==> config.mk <==
export PLATFORM = sky130hd
export DESIGN_NAME = mem_arbiter
export DESIGN_NICKNAME = d
export VERILOG_FILES = /design/src/rtl/mem_arbiter.sv
export SDC_FILE = /design/constraint.sdc
export NUM_CORES = 1
export LEC_CHECK = 0
export ABC_AREA = 1
export CAP_MARGIN = 25
export CORE_ASPECT_RATIO = 0.75
export CORE_UTILIZATION = 27
export DETAILED_ROUTE_END_ITERATION = 16
export PLACE_DENSITY = 0.82
export SYNTH_ARGS = -nofsm -noshare
export SYNTH_HDL_FRONTEND = slang
export SYNTH_SLANG_ARGS = --single-unit
==> constraint.sdc <==
create_clock -name clk -period 2.1 [get_ports clk]
set_clock_uncertainty 0.1 [all_clocks]
set_input_delay 0.42 -clock clk [delete_from_list [all_inputs] [get_ports clk]]
set_output_delay 0.42 -clock clk [all_outputs]
set_load 0.02 [all_outputs]
==> src/rtl/mem_arbiter.sv <==
// mem_arbiter: fetch / load-store arbiter in front of one single-port RAM with one-cycle read latency.
// Build option MEM_ARB_RR_EN: round-robin contention; undefined: load/store priority with fetch starvation guard.
module mem_arbiter #(
  parameter int WIDTH    = 12,
  parameter int MAX_WAIT = 4
) (
  input  logic             clk,
  input  logic             rst,
  input  logic             i_if_req,
  input  logic [WIDTH-1:0] i_if_addr,
  output logic             o_if_gnt,
  output logic             o_if_rvalid,
  output logic [31:0]      o_if_rdata,
  input  logic             i_ls_req,
  input  logic             i_ls_we,
  input  logic [WIDTH-1:0] i_ls_addr,
  input  logic [31:0]      i_ls_wdata,
  output logic             o_ls_gnt,
  output logic             o_ls_rvalid,
  output logic [31:0]      o_ls_rdata,
  output logic             o_we,
  output logic [WIDTH-1:0] o_addr,
  output logic [31:0]      o_data,
  input  logic [31:0]      i_data
);

  typedef enum logic [1:0] {
    IDLE    = 2'd0,
    RESP_IF = 2'd1,
    RESP_LS = 2'd2
  } resp_state_t;

  localparam logic [3:0] MAX_WAIT_C = 4'(MAX_WAIT);

  resp_state_t      state_reg;
  resp_state_t      state_next;
  logic [WIDTH-1:0] addr_reg;
  logic [3:0]       wait_reg;
  logic [3:0]       wait_next;
  logic             fetch_wins;
  logic             if_gnt;
  logic             ls_gnt;
  logic [1:0]       resp_hit;
  logic [31:0]      resp_data [2];

`ifdef MEM_ARB_RR_EN
  // Remembers whether load/store took the most recent grant; reset favours load/store first.
  logic last_ls_reg;
  logic last_ls_next;

  assign fetch_wins = last_ls_reg;

  always_comb begin
    last_ls_next = last_ls_reg;
    if (if_gnt) begin
      last_ls_next = 1'b0;
    end else if (ls_gnt) begin
      last_ls_next = 1'b1;
    end
  end

  always_ff @(posedge clk) begin
    if (rst) begin
      last_ls_reg <= 1'b0;
    end else begin
      last_ls_reg <= last_ls_next;
    end
  end

  assign wait_next = 4'd0;
`else
  assign fetch_wins = (wait_reg == MAX_WAIT_C);

  // Counts consecutive cycles a fetch has been left waiting.
  always_comb begin
    wait_next = 4'd0;
    if (i_if_req && !if_gnt) begin
      if (wait_reg >= MAX_WAIT_C) begin
        wait_next = MAX_WAIT_C;
      end else begin
        wait_next = wait_reg + 4'd1;
      end
    end
  end
`endif

  always_ff @(posedge clk) begin
    if (rst) begin
      wait_reg <= 4'd0;
    end else begin
      wait_reg <= wait_next;
    end
  end

  always_comb begin
    if_gnt = 1'b0;
    ls_gnt = 1'b0;
    if (!rst) begin
      if (i_if_req && i_ls_req) begin
        if_gnt = fetch_wins;
        ls_gnt = !fetch_wins;
      end else begin
        if_gnt = i_if_req;
        ls_gnt = i_ls_req;
      end
    end
  end

  assign o_if_gnt = if_gnt;
  assign o_ls_gnt = ls_gnt;
  assign o_we     = ls_gnt && i_ls_we;
  assign o_data   = i_ls_wdata;

  // With no grant the RAM address keeps the last issued one.
  always_comb begin
    o_addr = addr_reg;
    if (rst) begin
      o_addr = '0;
    end else if (if_gnt) begin
      o_addr = i_if_addr;
    end else if (ls_gnt) begin
      o_addr = i_ls_addr;
    end
  end

  always_ff @(posedge clk) begin
    if (rst) begin
      addr_reg <= '0;
    end else begin
      addr_reg <= o_addr;
    end
  end

  always_ff @(posedge clk) begin
    if (rst) begin
      state_reg <= IDLE;
    end else begin
      state_reg <= state_next;
    end
  end

  always_comb begin
    state_next = IDLE;
    if (if_gnt) begin
      state_next = RESP_IF;
    end else if (ls_gnt && !i_ls_we) begin
      state_next = RESP_LS;
    end
  end

  // Index 0 is the fetch port, index 1 the load/store port.
  always_comb begin
    resp_hit = 2'b00;
    if (!rst) begin
      resp_hit[0] = (state_reg == RESP_IF);
      resp_hit[1] = (state_reg == RESP_LS);
    end
  end

  for (genvar gi = 0; gi < 2; gi++) begin : g_resp
    assign resp_data[gi] = resp_hit[gi] ? i_data : 32'd0;
  end

  assign o_if_rvalid = resp_hit[0];
  assign o_if_rdata  = resp_data[0];
  assign o_ls_rvalid = resp_hit[1];
  assign o_ls_rdata  = resp_data[1];

endmodule

# Word level (Yosys, flattened, before mapping)
# Cells that the tools add are included.
op_classes:
  add_sub_neg: 1
  multipliers: 0
  n_div: 0
  magnitude_cmp: 1
  n_eq_ne: 3
  shifts: 0
  muxes: 13
  bitwise: 1
  n_reduce_logical: 10
op_table:
  columns: ["cell", "n"]
  rows:
  - ["32-bit 2-to-1 mux", 2]
  - ["12-bit 2-to-1 mux", 3]
  - ["1-bit 2-to-1 mux", 5]
  - ["4-bit by 1-bit adder with 4-bit output, second input constant", 1]
  - ["4-bit by 3-bit equality test with 1-bit output, second input constant", 1]
  - ["4-bit by 3-bit >= comparator with 1-bit output, second input constant", 1]
  - ["1-bit logical AND", 4]
  - ["2-bit 2-to-1 mux", 2]
  - ["2-bit OR reduction", 2]
  - ["1-bit zero test", 3]
  - ["3-bit 2-to-1 mux", 1]
  - ["3-bit OR reduction", 1]
  - ["2-bit by 1-bit equality test with 1-bit output, second input constant", 1]
  - ["2-bit equality test, second input constant", 1]
  - ["1-bit inverter", 1]
word_totals:
  register_bits: 18
  latchBits: 0
  ram_bits: 0
  mem_bits_ro: 0
  in_bits: 93
  output_inout_bits: 113
  word_cells: 34
  mem_count: 0

# Depth between registers and ports, before layout
# Gate-level depths: netlist (run 1).
logic_depth:
  ltp_word: 7
  ltp_mapped: 11
  ltp_nobuf: 10

# Worst setup path before layout (run 1)
# OpenSTA, ideal clock, no wires.
synth_path:
  path_kind: "input port to output port"
  from: "input port rst"
  to: "output port o_if_rdata[10]"
  arrival_time_ns: 1.457
  t_required_ns: 1.580
  setup_slack_ns: 0.123
  path_stages: 4
  path_buffers: 1
  path_cell_list: "nor3_2 inv_1 clkbuf_1 nor2_1"
synth_via:
  elab_chain_len: 2
synth_lines:
  columns: ["element", "line_no", "rtl"]
  rows:
  - ["start, declared", "8", "input logic rst,"]
  - ["2-bit 2-to-1 mux", "154", "if (!rst) begin"]
  - ["32-bit 2-to-1 mux", "161", "assign resp_data[gi] = resp_hit[gi] ? i_data : 32'd0;"]
  - ["end, declared", "13", "output logic [31:0] o_if_rdata,"]
# No other way between the ends.

# Worst setup path in the final report (run 1)
layout_path:
  from: "register wait_reg[1]"
  to: "output port o_addr[3]"
layout_via:
  elab_chain_len: 7
  word_cells_on_any_way: 9
  classes_between: "1 x eq/ne; 7 x mux; 1 x reduce/logical"
layout_lines:
  columns: ["element", "line_no", "rtl"]
  rows:
  - ["start, declared", "38", "logic [3:0] wait_reg;"]
  - ["start signal, assigned", "91", "wait_reg <= wait_next;"]
  - ["4-bit by 3-bit equality test with 1-bit output *", "72", "assign fetch_wins = (wait_reg == MAX_WAIT_C);"]
  - ["1-bit zero test", "101", "ls_gnt = !fetch_wins;"]
  - ["1-bit 2-to-1 mux", "99", "if (i_if_req && i_ls_req) begin"]
  - ["1-bit 2-to-1 mux", "98", "if (!rst) begin"]
  - ["12-bit 2-to-1 mux", "121", "end else if (ls_gnt) begin"]
  - ["12-bit 2-to-1 mux *", "119", "end else if (if_gnt) begin"]
  - ["12-bit 2-to-1 mux *", "117", "if (rst) begin"]
  - ["end, declared", "22", "output logic [WIDTH-1:0] o_addr,"]
# Mark *: on every way between the ends. The rest lies on a longest branch, timed or not.

==> results.txt, run 1 <==
----------------------------------------------------
[Setup path]
  Critical path startpoint category ... flip-flop
  Critical path cell sequence ... inv_2 -> ha_4 -> nand2_2 -> inv_2 -> nand2_4 -> nand2_4 -> nand2_4 -> clkinv_4 -> buf_12 -> nand2_4 -> nand2_2 -> buf_6
  Most frequent CP cell ... sky130_fd_sc_hd__nand2_4
  Critical Path End Type ... primary output
  Gate family responsible for the most delay along the worst path ... buffers and inverters
  Buf/Inv on CP ... 5
  Type of the worst setup path ... reg2out
  Arrival time worst endpoint ... roughly 1.6 ns
  Critical path fanouts, max ... 6
  Required time of the worst setup path ... 1.58 ns
  Largest stage delay on the critical path ... around 0.33 ns
  Standard cell with the maximum stage delay on the critical path ... sky130_fd_sc_hd__dfxtp_2

[STA]
  Fin worst setup slack ... -0.02159 ns
  Number of endpoints with negative hold slack in the final report ... 0
  Final setup violation count ... 5
  Unrepaired setup endpoints after global routing ... yes
  Peak clock frequency supported by timing ... 471.3 MHz
  Final Max Slew Viols ... 0
  Final period util ... 101.0%
  Post-layout min period ... 2.122 ns

[Global routing]
  Initial antenna violation count ... 0
  Total global routing overflow ... 0
  Vias in the first global route ... 2073
  Total global-route track usage ... 18.21%
  Largest net degree at the start of global routing ... 21
  Wire length of the first global-routing pass ... approximately 9600 um

[Die]
  Core Region ... 5916 um2
  Count of standard-cell rows ... 24
  Floorplan die area ... 6565 um2
  Horizontal die dimension ... approximately 93 um
  Starting density of the core ... 28.49%
  Number of I/O pins ... 206
  Die Height ... between 70 and 80 um

[Clock tree]
  Worst-case clock buffer depth ... 2
  Buffer type at the clock tree root ... sky130_fd_sc_hd__clkbuf_8
  Level count of the clock H-tree ... 1
  Number of clock buffers inserted by TritonCTS ... 3
  Clock network latency to the later pin of the worst-skew pair ... 0.25 ns
  TritonCTS clock tree ... yes
  CTS clock-pin slew for the worst setup and hold paths ... approximately 0.07 ns
  Hold buffer count at cts ... 0
  Sinks on Clock Net ... 18

[Route]
  Total wire length ... 6227 um
  Starting DRC count in detailed routing ... 39
  Total via count in the routed design ... 2105
  Drt first pass iters ... 5
  Via-to-Cell Ratio ... between 4 and 5
  Antenna Violating Nets Remaining ... 0
  Average wire length per cell after detail routing ... 12.36 um
  DRC violations left ... 0

[Synth]
  Syn. warnings ... 0
  Mean cell area of the mapped netlist ... 5.934 um2
  Unique masters post-synth ... 20
  Post-Syn Area ... 1685 um2
  Number of instances in the synthesized netlist ... 284
  Sequential area share after synthesis ... 21.38%
  Synthesized netlist net count ... 379
  Top cell type's share of synthesized area ... 21.38%
  Area leader, netlist ... sky130_fd_sc_hd__dfxtp_1
  Biggest area contributors in the synthesized netlist ... sky130_fd_sc_hd__dfxtp_1 21%, sky130_fd_sc_hd__nor2_1 16%, sky130_fd_sc_hd__buf_4 14%
  Total of flip-flops plus latches after synthesis ... 18

[Power and ir drop]
  Static leakage ... roughly 1.9 nW
  Power per cell area ... 345.1 nW/um2
  Maximum vdd drop ... 240.0 uV
  Sum of internal, switching and leakage power ... approximately 1.1 mW

[Outcome]
  Run status ... finished with violations
  Violations in the final reports ... negative setup slack

[Cells and area]
  Synth-to-layout area growth ... 87.16%
  Layout cell share with drive strength beyond 1 ... 33.10%
  Final net count ... 523
  Max reg flops ... 12
  Number of antenna diodes ... 0

[Placement]
  Buffers on Ports ... 141
  Global placement routability congestion ... 0.7567
  Pre-CTS worst setup slack ... -0.7179 ns
  Sum of net half-perimeters after detailed placement ... between 4000 and 5000 um

[Worst hold path]
  Hold Crit Class ... reg2reg

[Run]
  Count of maximum capacitance violations ... 0

----------------------------------------------------
[synth_stat cells, drive strengths merged]
| library cell | instances |
|---|---|
| nor2 | 72 |
| inv | 62 |
| nand2 | 56 |
| buf | 38 |
| dfxtp | 18 |
| nand3 | 15 |
| nand3b | 10 |
| a21oi | 4 |
| clkbuf | 3 |
| ha | 2 |
| nor3 | 2 |
| clkinv | 1 |
| conb | 1 |
[power breakdown]
group | internal (mW) | switching [mW] | total [mW]
Sequential | 0.366 | 0.00726 | 0.374
Combinational | 0.243 | 0.229 | 0.472
Clock | 0.127 | 0.115 | 0.243
[worst paths after layout]
path,start,cells after the start,to,slack [ns]
worst min-delay path,addr_reg[4],4,addr_reg[4],0.47
worst max register to register,wait_reg[1],14,addr_reg[0],0.41
worst min register to register,addr_reg[4],4,addr_reg[4],0.47
worst max-delay path,wait_reg[1],12,o_addr[3],-0.02
[worst register-to-register path: cells and delay by family, from the launching register on]
| kind | cells | cell delay, ns |
|---|---|---|
| DFF | 1 | 0.33 |
| buffers and inverters | 7 | 0.59 |
| adders and majority gates | 1 | 0.15 |
| and+or+nand+nor | 6 | 0.42 |
[layout by cell type, fill, tap and decap left out, drive strengths merged]
| cell | n |
|---|---|
| nand3b | 10 |
| buf | 79 |
| nor3 | 2 |
| conb | 1 |
| clkinvlp | 1 |
| nand3 | 15 |
| ha | 2 |
| dlygate4sd2 | 17 |
| inv | 62 |
| nor2 | 72 |
| a21oi | 4 |
| clkbuf | 14 |
| nand2 | 56 |
| clkdlybuf4s50 | 57 |
| clkdlybuf4s15 | 15 |
| clkinv | 1 |
| dfxtp | 18 |
[cells by family after synthesis]
group,Yosys count,synth area share (%)
other,1,0.2225
AND/OR/NAND/NOR,155,44.10
buffers and inverters,104,31.63
adder cells (fa/ha/maj),2,1.485
AO/OA/AOI/OAI,4,1.188
flip-flops,18,21.38
[layout make-up]
type | instances | area (um2)
fill | 605 | 2761
timing repair buffer | 179 | 1530
multi-input combinational | 162 | 870.8
sequential | 18 | 362.8
inverter | 63 | 244.0
tap | 78 | 97.59
clock buffer | 3 | 41.29
timing repair inverter | 1 | 7.507
[stage by stage]
stage               hold slack (ns)  utilization, %  cells  area (um2)  setup TNS (ns)
global route                 0.5185           53.32    504        3154          -1.057
global placement             0.3938           53.66    494        3174          -43.02
CTS                          0.4689           54.29    502        3212        -0.08222
detailed placement           0.4184           53.66    494        3174          -45.70
finish                       0.4727           53.32    504        3154        -0.04693
floorplan                    0.3173               -    284        1685               0
[per-layer routing]
metal  vias up  part of all wire, %  track usage, %
met3         8                  6.2           3.486
li1       1064                    -               -
met1       952                   42           21.51
met2        81                   51           34.07
met4         0                 0.88           3.248
met5         -                    0               0
[timing repair]
| item | CTS | global route |
|---|---|---|
| endpoints found under the setup margin | 81 | 44 |
| resized for setup | 258 | 38 |
| setup buffers | 4 | 2 |
| gates cloned | 1 | 0 |
| pin swaps | 9 | 1 |
Power figures use the tool's default switching activity.
==> run 2, diff against run 1 <==
SKIP_LAST_GASP = 1   (was unset)
==> run 2 against run 1 <==
The run still ends with negative setup slack left. Via count decreased by 0.57%. Non-clock buffer count is the same. Global-route usage did not move. Clock-buffer cell count did not move. First-iteration DRC count fell by 13%. Total power down 0.72%. Combinational power down 0.8%. Register-to-register slack about the same. Clock power down 2%. Wire length down 1.1%. Design area fell by 0.36%. Cell count did not move. Largest power group unchanged.
==> results.txt, run 2 (synthesized netlist as in run 1, its figures left out) <==
----------------------------------------------------
[Outcome]
  Run status ... finished with violations (unchanged)
  Violations in the final reports ... negative setup slack (unchanged)

[Route]
  Via-to-Cell Ratio ... 4.153 (was 4.177)
  Met3 wirelength from detailed routing ... 341 um (was 384 um)
  Total wire length ... 6157 um (was 6227 um)
  Highest routing layer actually used ... met4 (unchanged)
  DRC violations left ... 0 (unchanged)
  Total via count in the routed design ... 2093 (was 2105)
  Starting DRC count in detailed routing ... 34 (was 39)
  Drt first pass iters ... 6 (was 5)
  WL met2 ... 3162 um (was 3186 um)
  Average wire length per cell after detail routing ... 12.22 um (was 12.36 um)
  Antenna Violating Nets Remaining ... 0 (unchanged)
  Met1 Wirelength ... 2608 um (was 2601 um)

[Placement]
  DP Area ... 3174 um2 (unchanged)
  Sum of net half-perimeters after detailed placement ... 4987 um (unchanged)
  Pre-CTS worst setup slack ... -0.7179 ns (unchanged)
  Global placement routability congestion ... 0.7567 (unchanged)
  Buffers on Ports ... 141 (unchanged)

[STA]
  Final period util ... 102.1% (was 101.0%)
  Number of endpoints with negative hold slack in the final report ... 0 (unchanged)
  Fin worst setup slack ... -0.04349 ns (was -0.02159 ns)
  Final setup violation count ... 6 (was 5)
  Final Max Slew Viols ... 0 (unchanged)
  Unrepaired setup endpoints after global routing ... yes (unchanged)
  Accumulated negative setup slack ... -0.07597 ns (was -0.04693 ns)
  Post-layout min period ... 2.143 ns (was 2.122 ns)
  Hold slack final ... 0.4723 ns (was 0.4727 ns)
  Peak clock frequency supported by timing ... 466.5 MHz (was 471.3 MHz)

[Setup path]
  Required time of the worst setup path ... 1.58 ns (about the same)
  Largest stage delay on the critical path ... 0.33 ns (about the same)
  Standard cell with the maximum stage delay on the critical path ... sky130_fd_sc_hd__dfxtp_2 (unchanged)
  Arrival time worst endpoint ... 1.62 ns (was 1.60 ns)
  Critical path cell sequence ... inv_2 -> ha_4 -> nand2_2 -> inv_2 -> nand2_4 -> nand2_4 -> nand2_4 -> clkinv_4 -> buf_12 -> nand2_4 -> nand2_1 -> buf_4 (was inv_2 -> ha_4 -> nand2_2 -> inv_2 -> nand2_4 -> nand2_4 -> nand2_4 -> clkinv_4 -> buf_12 -> nand2_4 -> nand2_2 -> buf_6)
  Critical path startpoint category ... flip-flop (unchanged)
  Critical path fanouts, max ... 6 (unchanged)
  Critical Path End Type ... primary output (unchanged)
  Type of the worst setup path ... reg2out (unchanged)
  Most frequent CP cell ... sky130_fd_sc_hd__nand2_4 (unchanged)

[Die]
  Core Region ... 5916 um2 (unchanged)
  Die Height ... 70.42 um (unchanged)
  Horizontal die dimension ... 93.23 um (unchanged)
  Floorplan die area ... 6565 um2 (unchanged)
  Number of I/O pins ... 206 (unchanged)
  Starting density of the core ... 28.49% (unchanged)
  Count of standard-cell rows ... 24 (unchanged)

[Cells and area]
  Highest-count cells in the layout ignoring fill and taps ... 70 x sky130_fd_sc_hd__nor2_1, 57 x sky130_fd_sc_hd__clkdlybuf4s50_1, 54 x sky130_fd_sc_hd__inv_1 (unchanged)
  Number of antenna diodes ... 0 (unchanged)
  Post-layout util ... 53.13% (was 53.32%)
  Layout Cell Area excl Fill ... 3143 um2 (was 3154 um2)
  Most frequent standard cell in the layout excluding fill and tap cells ... sky130_fd_sc_hd__nor2_1 (unchanged)
  Fill cells ... 602 (was 605)
  Layout cell share with drive strength beyond 1 ... 32.63% (was 33.10%)
  Footprint of the multi-input gates ... 863.3 um2 (was 870.8 um2)
  Synth-to-layout area growth ... 86.49% (was 87.16%)
  Max reg flops ... 12 (unchanged)
  Final net count ... 523 (unchanged)
  Area occupied by registers ... 362.8 um2 (unchanged)

[Global routing]
  Largest net degree at the start of global routing ... 21 (unchanged)
  Total global routing overflow ... 0 (unchanged)
  Initial antenna violation count ... 0 (unchanged)
  Wire length of the first global-routing pass ... 9577 um (unchanged)
  Total global-route track usage ... 18.21% (unchanged)
  Vias in the first global route ... 2073 (unchanged)

[Power and ir drop]
  Static leakage ... 1.886 nW (was 1.887 nW)
  Maximum vdd drop ... 237.9 uV (was 240.0 uV)
  Power per cell area ... 343.8 nW/um2 (was 345.1 nW/um2)

[Clock tree]
  TritonCTS clock tree ... yes (unchanged)
  Buffer type at the clock tree root ... sky130_fd_sc_hd__clkbuf_8 (unchanged)
  CTS clock-pin slew for the worst setup and hold paths ... 0.07 ns (about the same)
  Worst-case clock buffer depth ... 2 (unchanged)
  Sinks on Clock Net ... 18 (unchanged)
  Number of clock buffers inserted by TritonCTS ... 3 (unchanged)
  Hold buffer count at cts ... 0 (unchanged)
  Clock network latency to the later pin of the worst-skew pair ... 0.25 ns (about the same)
  Level count of the clock H-tree ... 1 (unchanged)

[Run]
  Count of maximum capacitance violations ... 0 (unchanged)

[Worst hold path]
  Hold Crit Class ... reg2reg (unchanged)

----------------------------------------------------
==> run 2: report_power, final <==
part	internal (mW)	switching (mW)	leakage (nW)
Combinational	0.242	0.226	1.71
Sequential	0.367	0.00728	0.150
Clock	0.127	0.112	0.0216
==> run 2: worst max-delay path: cells and delay by family (launching register included) <==
family / cells / cell delay (ns)
flops: 1 / 0.33
buf+inv: 5 / 0.47
fa+ha+maj: 1 / 0.15
simple gates: 6 / 0.41
==> run 2: stage by stage <==
step           cells  power, mW
3_3_place_gp     494     0.8363
2_1_floorplan    284     0.6595
3_5_place_dp     494     0.8441
6_report         504      1.081
4_1_cts          502      1.083
5_1_grt          504      1.146
==> run 2: metal layers <==
metal	track usage [%]	vias to the layer above
li1	-	1064
met5	0	-
met2	34.07	72
met1	21.51	951
met3	3.486	6
met4	3.248	0
==> run 2: timing repair <==
item | 4_1_cts | 5_1_grt
cloned | 1 | 0
pin swaps | 9 | 1
setup buffers | 4 | 2
gates resized for setup | 258 | 35
setup endpoints to repair | 81 | 44
==> run 2: worst paths after layout <==
| kind | depth (start not counted) | slack [ns] | startpoint | to |
|---|---|---|---|---|
| max | 12 | -0.04 | wait_reg[1] | o_addr[3] |
| min | 4 | 0.47 | addr_reg[4] | addr_reg[4] |
| max reg2reg | 14 | 0.40 | wait_reg[1] | addr_reg[0] |
| min reg2reg | 4 | 0.47 | addr_reg[4] | addr_reg[4] |
==> run 2: layout make-up <==
cell class                 instances  share of cell area, %
inverter                          63                  7.763
sequential                        18                  11.54
timing repair buffer             179                  48.57
multi-input combinational        162                  27.47
clock buffer                       3                  1.314
timing repair inverter             1                 0.2389
tap                               78                  3.105
